## config.mk

```make
export PLATFORM = sky130hd
export DESIGN_NAME = lsu_mem_bridge
export DESIGN_NICKNAME = d
export VERILOG_FILES = /design/src/rtl/lsu_mem_pkg.sv /design/src/rtl/lsu_load_align.sv /design/src/rtl/lsu_mem_bridge.sv
export SDC_FILE = /design/constraint.sdc
export NUM_CORES = 1
export LEC_CHECK = 0
export ABC_AREA = 1
export CORE_AREA = 2 2 207 209
export CTS_CLUSTER_SIZE = 40
export DETAILED_ROUTE_END_ITERATION = 6
export DIE_AREA = 0 0 209 211
export GPL_ROUTABILITY_DRIVEN = 0
export PLACE_DENSITY_LB_ADDON = 0.08
export SLEW_MARGIN = 0
export SYNTH_ARGS = -nofsm -noshare
export SYNTH_HDL_FRONTEND = slang
export SYNTH_HIERARCHICAL = 1
export SYNTH_SLANG_ARGS = --single-unit
```

## constraint.sdc

```tcl
create_clock -name clk -period 5.77 [get_ports clk]
set_clock_uncertainty 0.15 [all_clocks]
set_input_delay 1.731 -clock clk [delete_from_list [all_inputs] [get_ports clk]]
set_output_delay 1.731 -clock clk [all_outputs]
set_load 0.05 [all_outputs]
```

## src/rtl/lsu_mem_pkg.sv

```systemverilog
`default_nettype none
// ============================================================================
//  Module      : lsu_mem_pkg
//  Description : Shared types and helpers for the load/store memory bridge:
//                access-size and FSM-state encodings, and byte-lane helpers.
//  Revision    : 1.0 - initial release
// ============================================================================
package lsu_mem_pkg;

    // Access width as carried on req_size
    typedef enum logic [1:0] {
        SIZE_B = 2'd0,
        SIZE_H = 2'd1,
        SIZE_W = 2'd2,
        SIZE_D = 2'd3
    } mem_size_e;

    // Bridge transaction phases
    typedef enum logic [1:0] {
        ST_IDLE  = 2'd0,
        ST_ISSUE = 2'd1,
        ST_RDATA = 2'd2,
        ST_RESP  = 2'd3
    } bridge_state_e;

    // Number of bytes touched by an access of the given size
    function automatic logic [3:0] size_bytes(input mem_size_e size);
        return 4'd1 << size;
    endfunction

    // Bit mask covering the bytes of an access, placed at its byte lane.
    // A doubleword covers the full word; shifting 1 by 64 is avoided.
    function automatic logic [63:0] byte_mask_bits(input mem_size_e size,
                                                   input logic [2:0] off);
        logic [63:0] base;
        if (size == SIZE_D) begin
            base = {64{1'b1}};
        end else begin
            base = (64'd1 << {size_bytes(size), 3'b000}) - 64'd1;
        end
        return base << {off, 3'b000};
    endfunction

endpackage : lsu_mem_pkg
`default_nettype wire

```

## src/rtl/lsu_load_align.sv

```systemverilog
`default_nettype none
// ============================================================================
//  Module      : lsu_load_align
//  Description : Combinational load-data aligner. Moves the addressed lane of
//                a 64-bit memory word down to bit 0, truncates it to the
//                access width and sign- or zero-extends it.
//  Revision    : 1.0 - initial release
// ============================================================================
module lsu_load_align
    import lsu_mem_pkg::*;
(
    input  logic [63:0] raw,
    input  logic [2:0]  off,
    input  mem_size_e   size,
    input  logic        sign_ext,
    output logic [63:0] rdata
);

    logic [63:0] w_shifted;

    assign w_shifted = raw >> {off, 3'b000};

    // Truncate to the access width and extend back to 64 bits
    always_comb begin
        rdata = w_shifted;
        case (size)
            SIZE_B: rdata = {{56{sign_ext & w_shifted[7]}},  w_shifted[7:0]};
            SIZE_H: rdata = {{48{sign_ext & w_shifted[15]}}, w_shifted[15:0]};
            SIZE_W: rdata = {{32{sign_ext & w_shifted[31]}}, w_shifted[31:0]};
            default: rdata = w_shifted;
        endcase
    end

endmodule : lsu_load_align
`default_nettype wire

```

## src/rtl/lsu_mem_bridge.sv

```systemverilog
`default_nettype none
// ============================================================================
//  Module      : lsu_mem_bridge
//  Description : Single-outstanding load/store bridge from the core request
//                channel to a word-indexed simulation memory port. Converts
//                byte addresses to word index + lane data/mask, aligns load
//                data, flags misaligned and below-base accesses without
//                touching memory, and returns a response on a handshake.
//  Revision    : 1.0 - initial release
// ============================================================================
module lsu_mem_bridge
    import lsu_mem_pkg::*;
#(
    parameter logic [63:0] MEM_BASE = 64'h8000_0000
)
(
    input  logic        clk,
    input  logic        rst_n,
    // request channel
    input  logic        req_valid,
    output logic        req_ready,
    input  logic [63:0] req_addr,
    input  logic        req_wen,
    input  logic [1:0]  req_size,
    input  logic        req_signed,
    input  logic [63:0] req_wdata,
    // response channel
    output logic        resp_valid,
    input  logic        resp_ready,
    output logic [63:0] resp_rdata,
    output logic        resp_err,
    // memory port
    output logic        mem_r_enable,
    output logic [63:0] mem_r_index,
    input  logic [63:0] mem_r_data,
    output logic        mem_w_enable,
    output logic [63:0] mem_w_index,
    output logic [63:0] mem_w_data,
    output logic [63:0] mem_w_mask
);

    bridge_state_e r_state;
    bridge_state_e w_state_next;

    // accept-cycle decode
    logic        w_accept;
    logic        w_misaligned;
    logic        w_below;
    logic        w_err;
    logic [63:0] w_index;
    logic [5:0]  w_shamt;
    mem_size_e   w_size;

    // captured transaction
    logic        r_wen;
    mem_size_e   r_size;
    logic [2:0]  r_off;
    logic        r_signed;
    logic [63:0] r_rdata;
    logic        r_err;

    // registered memory port, live only during ISSUE
    logic        r_mem_r_enable;
    logic [63:0] r_mem_r_index;
    logic        r_mem_w_enable;
    logic [63:0] r_mem_w_index;
    logic [63:0] r_mem_w_data;
    logic [63:0] r_mem_w_mask;

    logic [63:0] w_load_aligned;

    assign w_accept = req_valid && req_ready;
    assign w_size   = mem_size_e'(req_size);
    assign w_below  = req_addr < MEM_BASE;
    assign w_err    = w_misaligned || w_below;
    assign w_index  = (req_addr - MEM_BASE) >> 3;
    assign w_shamt  = {req_addr[2:0], 3'b000};

    // Natural-alignment test: the low log2(size) address bits must be zero
    always_comb begin
        w_misaligned = 1'b0;
        case (w_size)
            SIZE_H:  w_misaligned = req_addr[0];
            SIZE_W:  w_misaligned = |req_addr[1:0];
            SIZE_D:  w_misaligned = |req_addr[2:0];
            default: w_misaligned = 1'b0;
        endcase
    end

    // State register
    always_ff @(posedge clk) begin
        if (!rst_n) begin
            r_state <= ST_IDLE;
        end else begin
            r_state <= w_state_next;
        end
    end

    // Next-state logic: errors skip memory, stores skip the data-return phase
    always_comb begin
        w_state_next = r_state;
        case (r_state)
            ST_IDLE: begin
                if (w_accept) begin
                    w_state_next = w_err ? ST_RESP : ST_ISSUE;
                end
            end
            ST_ISSUE: w_state_next = r_wen ? ST_RESP : ST_RDATA;
            ST_RDATA: w_state_next = ST_RESP;
            ST_RESP: begin
                if (resp_ready) begin
                    w_state_next = ST_IDLE;
                end
            end
            default: w_state_next = ST_IDLE;
        endcase
    end

    // Outputs; the memory port is forced quiet while reset is asserted so an
    // in-flight strobe is dropped at the very edge reset is sampled
    always_comb begin
        req_ready    = (r_state == ST_IDLE);
        resp_valid   = (r_state == ST_RESP);
        resp_rdata   = r_rdata;
        resp_err     = r_err;
        mem_r_enable = r_mem_r_enable & rst_n;
        mem_r_index  = rst_n ? r_mem_r_index : 64'd0;
        mem_w_enable = r_mem_w_enable & rst_n;
        mem_w_index  = rst_n ? r_mem_w_index : 64'd0;
        mem_w_data   = rst_n ? r_mem_w_data  : 64'd0;
        mem_w_mask   = rst_n ? r_mem_w_mask  : 64'd0;
    end

    // Capture the request, collect aligned load data, clear on handshake
    always_ff @(posedge clk) begin
        if (!rst_n) begin
            r_wen    <= 1'b0;
            r_size   <= SIZE_B;
            r_off    <= 3'd0;
            r_signed <= 1'b0;
            r_rdata  <= 64'd0;
            r_err    <= 1'b0;
        end else begin
            if (w_accept) begin
                r_wen    <= req_wen;
                r_size   <= w_size;
                r_off    <= req_addr[2:0];
                r_signed <= req_signed;
                r_rdata  <= 64'd0;
                r_err    <= w_err;
            end else if (r_state == ST_RDATA) begin
                r_rdata  <= w_load_aligned;
            end else if (r_state == ST_RESP && resp_ready) begin
                r_rdata  <= 64'd0;
                r_err    <= 1'b0;
            end
        end
    end

    // Memory port registers: loaded only on an error-free accept so they are
    // valid exactly for the single ISSUE cycle and zero everywhere else
    always_ff @(posedge clk) begin
        if (!rst_n) begin
            r_mem_r_enable <= 1'b0;
            r_mem_r_index  <= 64'd0;
            r_mem_w_enable <= 1'b0;
            r_mem_w_index  <= 64'd0;
            r_mem_w_data   <= 64'd0;
            r_mem_w_mask   <= 64'd0;
        end else if (w_accept && !w_err) begin
            r_mem_r_enable <= !req_wen;
            r_mem_r_index  <= req_wen ? 64'd0 : w_index;
            r_mem_w_enable <= req_wen;
            r_mem_w_index  <= req_wen ? w_index : 64'd0;
            r_mem_w_data   <= req_wen ? (req_wdata << w_shamt) : 64'd0;
            r_mem_w_mask   <= req_wen ? byte_mask_bits(w_size, req_addr[2:0]) : 64'd0;
        end else begin
            r_mem_r_enable <= 1'b0;
            r_mem_r_index  <= 64'd0;
            r_mem_w_enable <= 1'b0;
            r_mem_w_index  <= 64'd0;
            r_mem_w_data   <= 64'd0;
            r_mem_w_mask   <= 64'd0;
        end
    end

    lsu_load_align u_load_align (
        .raw      (mem_r_data),
        .off      (r_off),
        .size     (r_size),
        .sign_ext (r_signed),
        .rdata    (w_load_aligned)
    );

endmodule : lsu_mem_bridge
`default_nettype wire

```

==> Word-level counts from Yosys, hierarchy flattened <==
Index checks and enable logic that the tools add are counted.
{ "totals": {"reg_bits": 332, "in_bits": 200, "output_inout_bits": 325, "wordCells": 78} }
{ "op_classes": {"add_sub_neg": 2, "order_cmp": 1, "eq_ne": 11, "shift": 5, "mux": 19, "bitwise": 7, "n_reduce_logical": 18} }
{ "op_table": {"columns": ["cell", "count"], "rows": [
  ["64-bit 2-to-1 mux", 9],
  ["64-bit case mux with 3 select lines", 1],
  ["64-bit by 6-bit left shift with 64-bit output", 2],
  ["64-bit by 32-bit < comparator with 1-bit output (second input constant)", 1],
  ["1-bit by 7-bit left shift with 64-bit output (first input constant)", 1],
  ["64-bit by 6-bit right shift with 64-bit output", 1],
  ["64-bit by 1-bit subtractor with 64-bit output (second input constant)", 1],
  ["64-bit by 32-bit subtractor with 64-bit output (second input constant)", 1],
  ["2-bit == test (second input constant)", 5],
  ["2-bit case mux with 4 select lines", 1],
  ["2-bit by 1-bit == test with 1-bit output (second input constant)", 3],
  ["2-bit 2-to-1 mux", 3],
  ["2-bit AND reduction", 3],
  ["3-bit OR reduction", 2],
  ["1-bit AND", 5],
  ["2-bit zero test", 2],
  ["1-bit 2-to-1 mux", 4],
  ["2-bit by 1-bit != test with 1-bit output (second input constant)", 2],
  ["2-bit nonzero test", 2],
  ["2-bit OR reduction", 2],
  ["1-bit by 2-bit left shift with 4-bit output (first input constant)", 1],
  ["1-bit logical AND", 3],
  ["1-bit case mux with 3 select lines", 1],
  ["3-bit AND reduction", 1],
  ["4 further kinds", 6]
]} }

==> Depth between registers and ports, before layout <==
Gate-level depths: netlist of the first run.
{ "depth": {"ltp_word": 8, "mapped_depth": 13, "mapped_depth_nobuf": 11} }

==> By module <==
Netlist of the first run, hierarchy kept.
{ "by_module_without_submodules": {"columns": ["mod", "n_inst", "cells_per_inst", "area_per_inst_um2", "seq_area_each_um2"], "rows": [
  ["lsu_mem_bridge", 1, 1780, 12494.5, 5405.2],
  ["lsu_load_align", 1, 493, 2348.5, 0.0]
]} }

==> Worst setup path after synthesis of the first run <==
Ideal clock, no wire load.
{ "synth_path": {"path_kind": "input to output", "from": "in rst_n", "to": "out mem_w_mask[10]", "arrival_time_ps": 3264, "required_ps": 3889, "path_slack_ps": 625, "path_stages": 6, "path_buffers": 4, "path_cell_list": "clkbuf_1 > clkbuf_1 > clkbuf_1 > nand2_1 > inv_1 > buf_4"} }
{ "synth_between": {"elab_chain_len": 1} }
{ "synth_lines": {"columns": ["element", "line", "text"], "rows": [
  ["start, declared", "lsu_mem_bridge.sv:18", "input logic rst_n,"],
  ["64-bit 2-to-1 mux", "lsu_mem_bridge.sv:131", "mem_w_mask = rst_n ? r_mem_w_mask : 64'd0;"],
  ["end, declared", "lsu_mem_bridge.sv:39", "output logic [63:0] mem_w_mask"]
]} }
No other way between the ends.

==> Final worst setup path of the first run <==
{ "layout_path": {"from": "in rst_n", "to": "out mem_r_index[14]"} }
{ "layout_between": {"elab_chain_len": 1} }
{ "layout_lines": {"columns": ["element", "line", "text"], "rows": [
  ["64-bit 2-to-1 mux", "lsu_mem_bridge.sv:127", "mem_r_index = rst_n ? r_mem_r_index : 64'd0;"],
  ["end, declared", "lsu_mem_bridge.sv:34", "output logic [63:0] mem_r_index,"]
]} }
No other way between the ends.

==> reports/summary.json, run 1 <==
{
  "initial_utilization_pct": 35.5,
  "critical_path.max_stage_delay_ps": 820,
  "setup_viol": 0,
  "numPortBuffers": 518,
  "number_of_clock_buffers_inserted_by_tritoncts": 34,
  "detail_route.iter0.violations": 1027,
  "ctsLongestPathBuffers": 3,
  "pin_count": 525,
  "synth.distinct_cells": 44,
  "dieWidth_um": 209,
  "p_leak_uw": 0.0104,
  "post_drt_wl_per_cell_um": 17.2,
  "grt_setup_unrepaired": "no",
  "clockRootBuffer": "sky130_fd_sc_hd__clkbuf_16",
  "synth_edf_count": 0,
  "startpoint_type": "input port",
  "fp-row-count": 75,
  "power_density_nw_per_um2": 287,
  "critPathCaptureType": "output port",
  "tns_ps": 0,
  "tritoncts": "done",
  "cts_sinks": 270,
  "final_max_slew_viol_count": 0,
  "required_time_at_the_worst_slack_endpoint_ps": 3890,
  "final_layout_size_suffix_gt1_share_pct": 11.6,
  "cts.htree.levels": 2,
  "worstHoldPathCells": 2,
  "ant_nets": 0,
  "place_hpwl_um": 40600,
  "post_route_clock_period_utilization_pct": 87.7,
  "worst_skew_pair.late_latency_ps": 540,
  "grt_start_max_net_pins": 85,
  "synthFlopType": "sky130_fd_sc_hd__dfxtp_1",
  "timing.critical_path.buf_inv": 4,
  "path_class": "input port to output port",
  "cts_resized": 0,
  "layout_filler_cell_count": 4189,
  "synth_sequential_area_ratio_pct": 36.4,
  "fin_nets": 2856,
  "postLayoutCoreUtil_pct": 51.4,
  "vias_in_the_first_global_route": 15000,
  "floorplan_core_area_um2": 41800,
  "postCtsSetupBuffers": 0,
  "synthesis.area_um2": 14800,
  "number_of_antenna_violations_at_the_first_check_in_global_routing": 9,
  "run_status": "completed",
  "hold_path_class": "register to register",
  "max-slew-margin-rel_pct": 27.5,
  "period_minus_slack_ps": 5060,
  "synth_async_sr_flop_share_pct": 0,
  "die_h_um": 211,
  "synthesis.area_per_instance_um2": 6.53,
  "worst-slew-pin-transition_ps": 1090,
  "worst_path_dominant_cell_family": "buffers and inverters",
  "max_cap_violations": 0,
  "globalRouteTotalUtil_pct": 24.3,
  "area_growth_pct": 44.7,
  "max_freq_ghz": 0.198,
  "critical_path_arrival_ps": 3180,
  "yosys_warnings": 6,
  "routed_via_density": 4.83,
  "clk_pin_slew_ps": 50,
  "worst_r2r_path_depth": 10,
  "fp.dieArea_um2": 44100,
  "timing.critical_path.cells": "buf_6 > buf_12 > nand2_1 > inv_1 > clkdlybuf4s50_1",
  "worst_path_max_delay_cell": "sky130_fd_sc_hd__clkdlybuf4s50_1",
  "grt_first_pass_wirelength_um": 84100,
  "holdBufCountCts": 0,
  "syn-instance-count": 2273,
  "drt_drc_violations_left": 0,
  "cp.depth": 5,
  "finalWirelength_um": 55600,
  "hold_viol_final": 0,
  "ir_worst_vdd_mv": 0.183,
  "grt.overflow.total": 0,
  "detail_route.first_pass.iterations": 5,
  "postSynthRegisterBits": 270,
  "vias": 15600,
  "hold-worst-slack_ps": 321,
  "crit_path_max_fanout": 56
}
-- where the power goes --
part	total [uW]	leakage [uW]	switching (uW)	internal (uW)
clock network	2210	0.000568	880	1330
registers	2030	0.00218	70.1	1960
logic	1920	0.00760	1320	601
-- logic make-up (layout without fill, tap and decap cells) --
logic type | Yosys count | count (layout) | share of synthesized area [%]
muxes | 12 | 12 | 0.809
AOI/OAI and AO/OA | 302 | 302 | 11.0
buffers and inverters | 532 | 929 | 16.3
adders and majority gates | 5 | 5 | 0.421
and+or+nand+nor | 1122 | 1122 | 33.3
xor gates and xnor gates | 29 | 29 | 1.71
other | 1 | 14 | 0.0253
DFF | 270 | 270 | 36.4
-- metrics by stage --
step,setup slack [ps],area [um^2],power (uW),std cells
2_1_floorplan,625,14900,3370,2278
3_3_place_gp,696,20300,3970,3154
3_5_place_dp,690,20300,3980,3154
4_1_cts,680,21500,6210,3214
5_1_grt,604,21500,6480,3220
6_report,710,21500,6160,3222
-- registers in the layout (all words and copies together) (netlist names) --
name            flops
r_off               3
r_mem_w_mask        8
r_mem_w_enable      1
r_size              2
r_signed            1
r_mem_r_index      61
r_wen               1
resp_err            1
r_mem_w_data       64
r_state             2
resp_rdata         64
r_mem_w_index      61
r_mem_r_enable      1
-- cells in the final DEF (no fill, tap or decap), drive strengths merged, types with 10 or more instances in the layout --
master | synthesis | layout
clkinv | 3 | 12
o211ai | 26 | 26
nand2 | 628 | 628
xnor2 | 16 | 16
nand4 | 39 | 39
dfxtp | 270 | 270
clkbuf | 81 | 45
nor3 | 10 | 10
a21oi | 119 | 119
mux2i | 12 | 12
or2 | 12 | 12
buf | 130 | 168
inv | 318 | 319
o21ai | 136 | 136
xor2 | 13 | 13
nor2 | 279 | 279
o22ai | 13 | 13
clkdlybuf4s50 | 0 | 380
nand3 | 153 | 153
-- cells in the mapped netlist, types with 4 or more instances --
master / count / share of area [%]
sky130_fd_sc_hd__o21ai_0: 130 / 4.4
sky130_fd_sc_hd__buf_4: 65 / 3.3
sky130_fd_sc_hd__buf_12: 4 / 0.54
sky130_fd_sc_hd__dfxtp_1: 270 / 36
sky130_fd_sc_hd__o211ai_1: 26 / 1.3
sky130_fd_sc_hd__buf_1: 12 / 0.30
sky130_fd_sc_hd__nand3_1: 148 / 5.0
sky130_fd_sc_hd__nand4_1: 39 / 1.6
sky130_fd_sc_hd__o22ai_1: 13 / 0.55
sky130_fd_sc_hd__clkbuf_1: 81 / 2.0
sky130_fd_sc_hd__nor2_1: 235 / 5.9
sky130_fd_sc_hd__o21ai_1: 4 / 0.13
sky130_fd_sc_hd__xor2_1: 13 / 0.77
sky130_fd_sc_hd__xnor2_1: 16 / 0.94
sky130_fd_sc_hd__nand2_2: 13 / 0.55
sky130_fd_sc_hd__nand2_1: 614 / 16
sky130_fd_sc_hd__nor2_4: 42 / 3.2
sky130_fd_sc_hd__buf_2: 42 / 1.4
sky130_fd_sc_hd__inv_1: 316 / 8.0
sky130_fd_sc_hd__or2_2: 10 / 0.42
sky130_fd_sc_hd__a21oi_1: 118 / 4.0
sky130_fd_sc_hd__ha_1: 5 / 0.42
sky130_fd_sc_hd__mux2i_1: 12 / 0.81
sky130_fd_sc_hd__buf_6: 6 / 0.46
sky130_fd_sc_hd__nor3_1: 9 / 0.30
sky130_fd_sc_hd__nand3_2: 4 / 0.27
-- worst register-to-register path, delay by kind of cell, from the launching register on --
kind,cells,cell delay (ps)
DFF,1,900
AOI/OAI and AO/OA,1,160
and+or+nand+nor,7,1510
buffers and inverters,2,980
-- routing by layer --
layer	part of all wire [%]	track usage, %	vias up
met3	6.9	5.74	118
li1	-	-	7742
met4	3.8	10.1	6
met1	40	28.8	7159
met2	49	42.1	533
met5	0.076	0	-
-- path summary, 6_finish.rpt --
check | from | end | slack, ps
worst max-delay path | rst_n | mem_r_index[14] | 710
worst min-delay path | r_wen | r_wen | 320
worst max register to register | r_off[1] | resp_rdata[18] | 2000
worst min register to register | r_wen | r_wen | 320
-- cell type report --
| cell class | instances | area, um^2 | area share [%] |
|---|---|---|---|
| diodes | 8 | 20.0 | 0.0932 |
| inverters | 321 | 1210 | 5.62 |
| well taps | 539 | 674 | 3.14 |
| flip-flops and latches | 270 | 5410 | 25.2 |
| multi-input cells | 1476 | 7060 | 32.9 |
| clock buffers | 45 | 973 | 4.53 |
| clock inverters | 15 | 178 | 0.827 |
| repair buffers | 548 | 5970 | 27.8 |
(Power assumes the default switching activity.)
==> inputs of run 2 (changes only) <==
Settings changed: CAP_MARGIN from default to 20, CTS_BUF_LIST from default to sky130_fd_sc_hd__clkbuf_2 sky130_fd_sc_hd__clkbuf_4 sky130_fd_sc_hd__clkbuf_8, PLACE_DENSITY from default to 0.73, PLACE_DENSITY_LB_ADDON 0.08 to default.
==> reports/summary.json, run 2 (synthesis gave the netlist of run 1 again) <==
{
  "fp-row-count": 75,
  "tns_ps": 0,
  "detail_route.iter0.violations": 1602,
  "vias": 16200,
  "critical_path_arrival_ps": 3210,
  "max_freq_ghz": 0.197,
  "critPathCaptureType": "output port",
  "postCtsSetupBuffers": 0,
  "pwr-share-comb_pct": 32.6,
  "grt_setup_unrepaired": "no",
  "clk_pin_slew_ps": 60,
  "design_power_total_uw": 5970,
  "finalWirelength_um": 54500,
  "worst_path_max_delay_cell": "sky130_fd_sc_hd__clkdlybuf4s50_1",
  "clockRootBuffer": "sky130_fd_sc_hd__clkbuf_8",
  "cts_sinks": 270,
  "startpoint_type": "input port",
  "run_status": "finished, violations left",
  "required_time_at_the_worst_slack_endpoint_ps": 3890,
  "globalRouteTotalUtil_pct": 23.7,
  "internal_power_uw": 3710,
  "worst_skew_pair.late_latency_ps": 600,
  "dieWidth_um": 209,
  "setup_viol": 0,
  "p_clk_share_pct": 33.6,
  "power_density_nw_per_um2": 291,
  "hold-worst-slack_ps": 326,
  "power_frac_seq_pct": 33.8,
  "worst-slew-pin-transition_ps": 1090,
  "post_route_clock_period_utilization_pct": 88.2,
  "crit_path_max_fanout": 49,
  "floorplan_core_area_um2": 41800,
  "area_growth_pct": 38.4,
  "period_minus_slack_ps": 5090,
  "hold_viol_final": 0,
  "numPortBuffers": 518,
  "initial_utilization_pct": 35.5,
  "grt.overflow.total": 0,
  "ant_nets": 0,
  "hold_path_class": "register to register",
  "cts.htree.levels": 2,
  "post_drt_wl_per_cell_um": 16.8,
  "grt_first_pass_wirelength_um": 82800,
  "p_leak_uw": 0.0102,
  "ctsLongestPathBuffers": 3,
  "max-slew-margin-rel_pct": 27.4,
  "failed_checks": "design-rule violations",
  "die_h_um": 211,
  "tritoncts": "done",
  "holdBufCountCts": 0,
  "final_cell_mix": "sky130_fd_sc_hd__nand2_1, sky130_fd_sc_hd__clkdlybuf4s50_1, sky130_fd_sc_hd__inv_1",
  "fin_nets": 2869,
  "detail_route.first_pass.iterations": 7,
  "final_layout_size_suffix_gt1_share_pct": 12.6,
  "layout_commonest_cell": "sky130_fd_sc_hd__nand2_1",
  "timing.critical_path.buf_inv": 4,
  "vias_in_the_first_global_route": 15300,
  "number_of_antenna_violations_at_the_first_check_in_global_routing": 6,
  "pin_count": 525,
  "cts_resized": 0,
  "power_switching_share_pct": 37.9,
  "path_class": "input port to output port",
  "drt_drc_violations_left": 11,
  "number_of_clock_buffers_inserted_by_tritoncts": 49,
  "worst_path_dominant_cell_family": "buffers and inverters",
  "grt_start_max_net_pins": 77,
  "place_hpwl_um": 39900,
  "timing.critical_path.cells": "buf_6 > buf_12 > nand2_1 > inv_1 > clkdlybuf4s50_1",
  "ir_worst_vdd_mv": 0.180,
  "fp.dieArea_um2": 44100,
  "final_max_slew_viol_count": 0,
  "routed_via_density": 4.98,
  "p_sw_uw": 2260,
  "max_cap_violations": 0,
  "critical_path.max_stage_delay_ps": 800
}
==> run 2: changes by cell type in the layout (fill, tap and decap cells not counted), moves of 4 or more <==
cell / previous run / this run
sky130_fd_sc_hd__clkbuf_1: 4 / 0
sky130_fd_sc_hd__clkbuf_16: 35 / 0
sky130_fd_sc_hd__buf_12: 72 / 4
sky130_fd_sc_hd__buf_4: 94 / 162
sky130_fd_sc_hd__clkbuf_4: 0 / 15
sky130_fd_sc_hd__clkbuf_8: 6 / 59
==> run 2: worst paths after layout <==
kind | startpoint | end | slack (ps) | cells after the start
worst min register to register | r_wen | r_wen | 330 | 2
worst max-delay path | rst_n | mem_w_data[41] | 680 | 5
worst min-delay path | r_wen | r_wen | 330 | 2
worst max register to register | r_off[0] | resp_rdata[16] | 2250 | 12
==> run 2: routing by layer <==
| metal | track usage (%) | wire length (um) |
|---|---|---|
| met4 | 12.8 | 2830 |
| met2 | 39.8 | 25400 |
| met5 | 0 | 0 |
| met3 | 5.98 | 5050 |
| met1 | 27.9 | 21300 |
==> run 2: power groups by stage <==
stage                     sequential, uW  combinational [uW]  clock [uW]
final                               2020                1940        2010
after global routing                2030                2100        2130
after floorplan                     2180                1190           0
after detailed placement            2060                1900           0
after global placement              2060                1880           0
after CTS                           2020                1910        2060
==> run 2: cell type report <==
cell class / count / area, um^2
Antenna cell: 6 / 15.0
Clock buffer: 74 / 925
Clock inverter: 14 / 161
Fill cell: 4014 / 21200
Inverter: 321 / 1210
Multi-Input combinational cell: 1476 / 7060
Sequential cell: 270 / 5410
Tap cell: 539 / 674
Timing Repair Buffer: 546 / 5100
==> run 2: worst register-to-register path, cell delays in order, from the launching register on <==
cell and delay (ps):
sky130_fd_sc_hd__dfxtp_1 310, sky130_fd_sc_hd__buf_4 460, sky130_fd_sc_hd__inv_2 580, sky130_fd_sc_hd__nand2_1 290
sky130_fd_sc_hd__nand3_1 110, sky130_fd_sc_hd__nand3_1 160, sky130_fd_sc_hd__nand2_2 90, sky130_fd_sc_hd__nand2_2 600
sky130_fd_sc_hd__nand2_2 150, sky130_fd_sc_hd__inv_4 230, sky130_fd_sc_hd__nand2_1 110, sky130_fd_sc_hd__nand2_1 80
sky130_fd_sc_hd__a21oi_1 70
==> run 2: per-stage QoR <==
| step | util, % | std cells | worst slack [ps] | instance area, um^2 |
|---|---|---|---|---|
| 6_report | 49.2 | 3246 | 683 | 20500 |
| 5_1_grt | 49.2 | 3244 | 591 | 20500 |
| 4_1_cts | 49.2 | 3240 | 664 | 20500 |
| 3_5_place_dp | 46.5 | 3152 | 663 | 19400 |
| 3_3_place_gp | 46.5 | 3152 | 717 | 19400 |
| 2_1_floorplan | - | 2278 | 625 | 14900 |
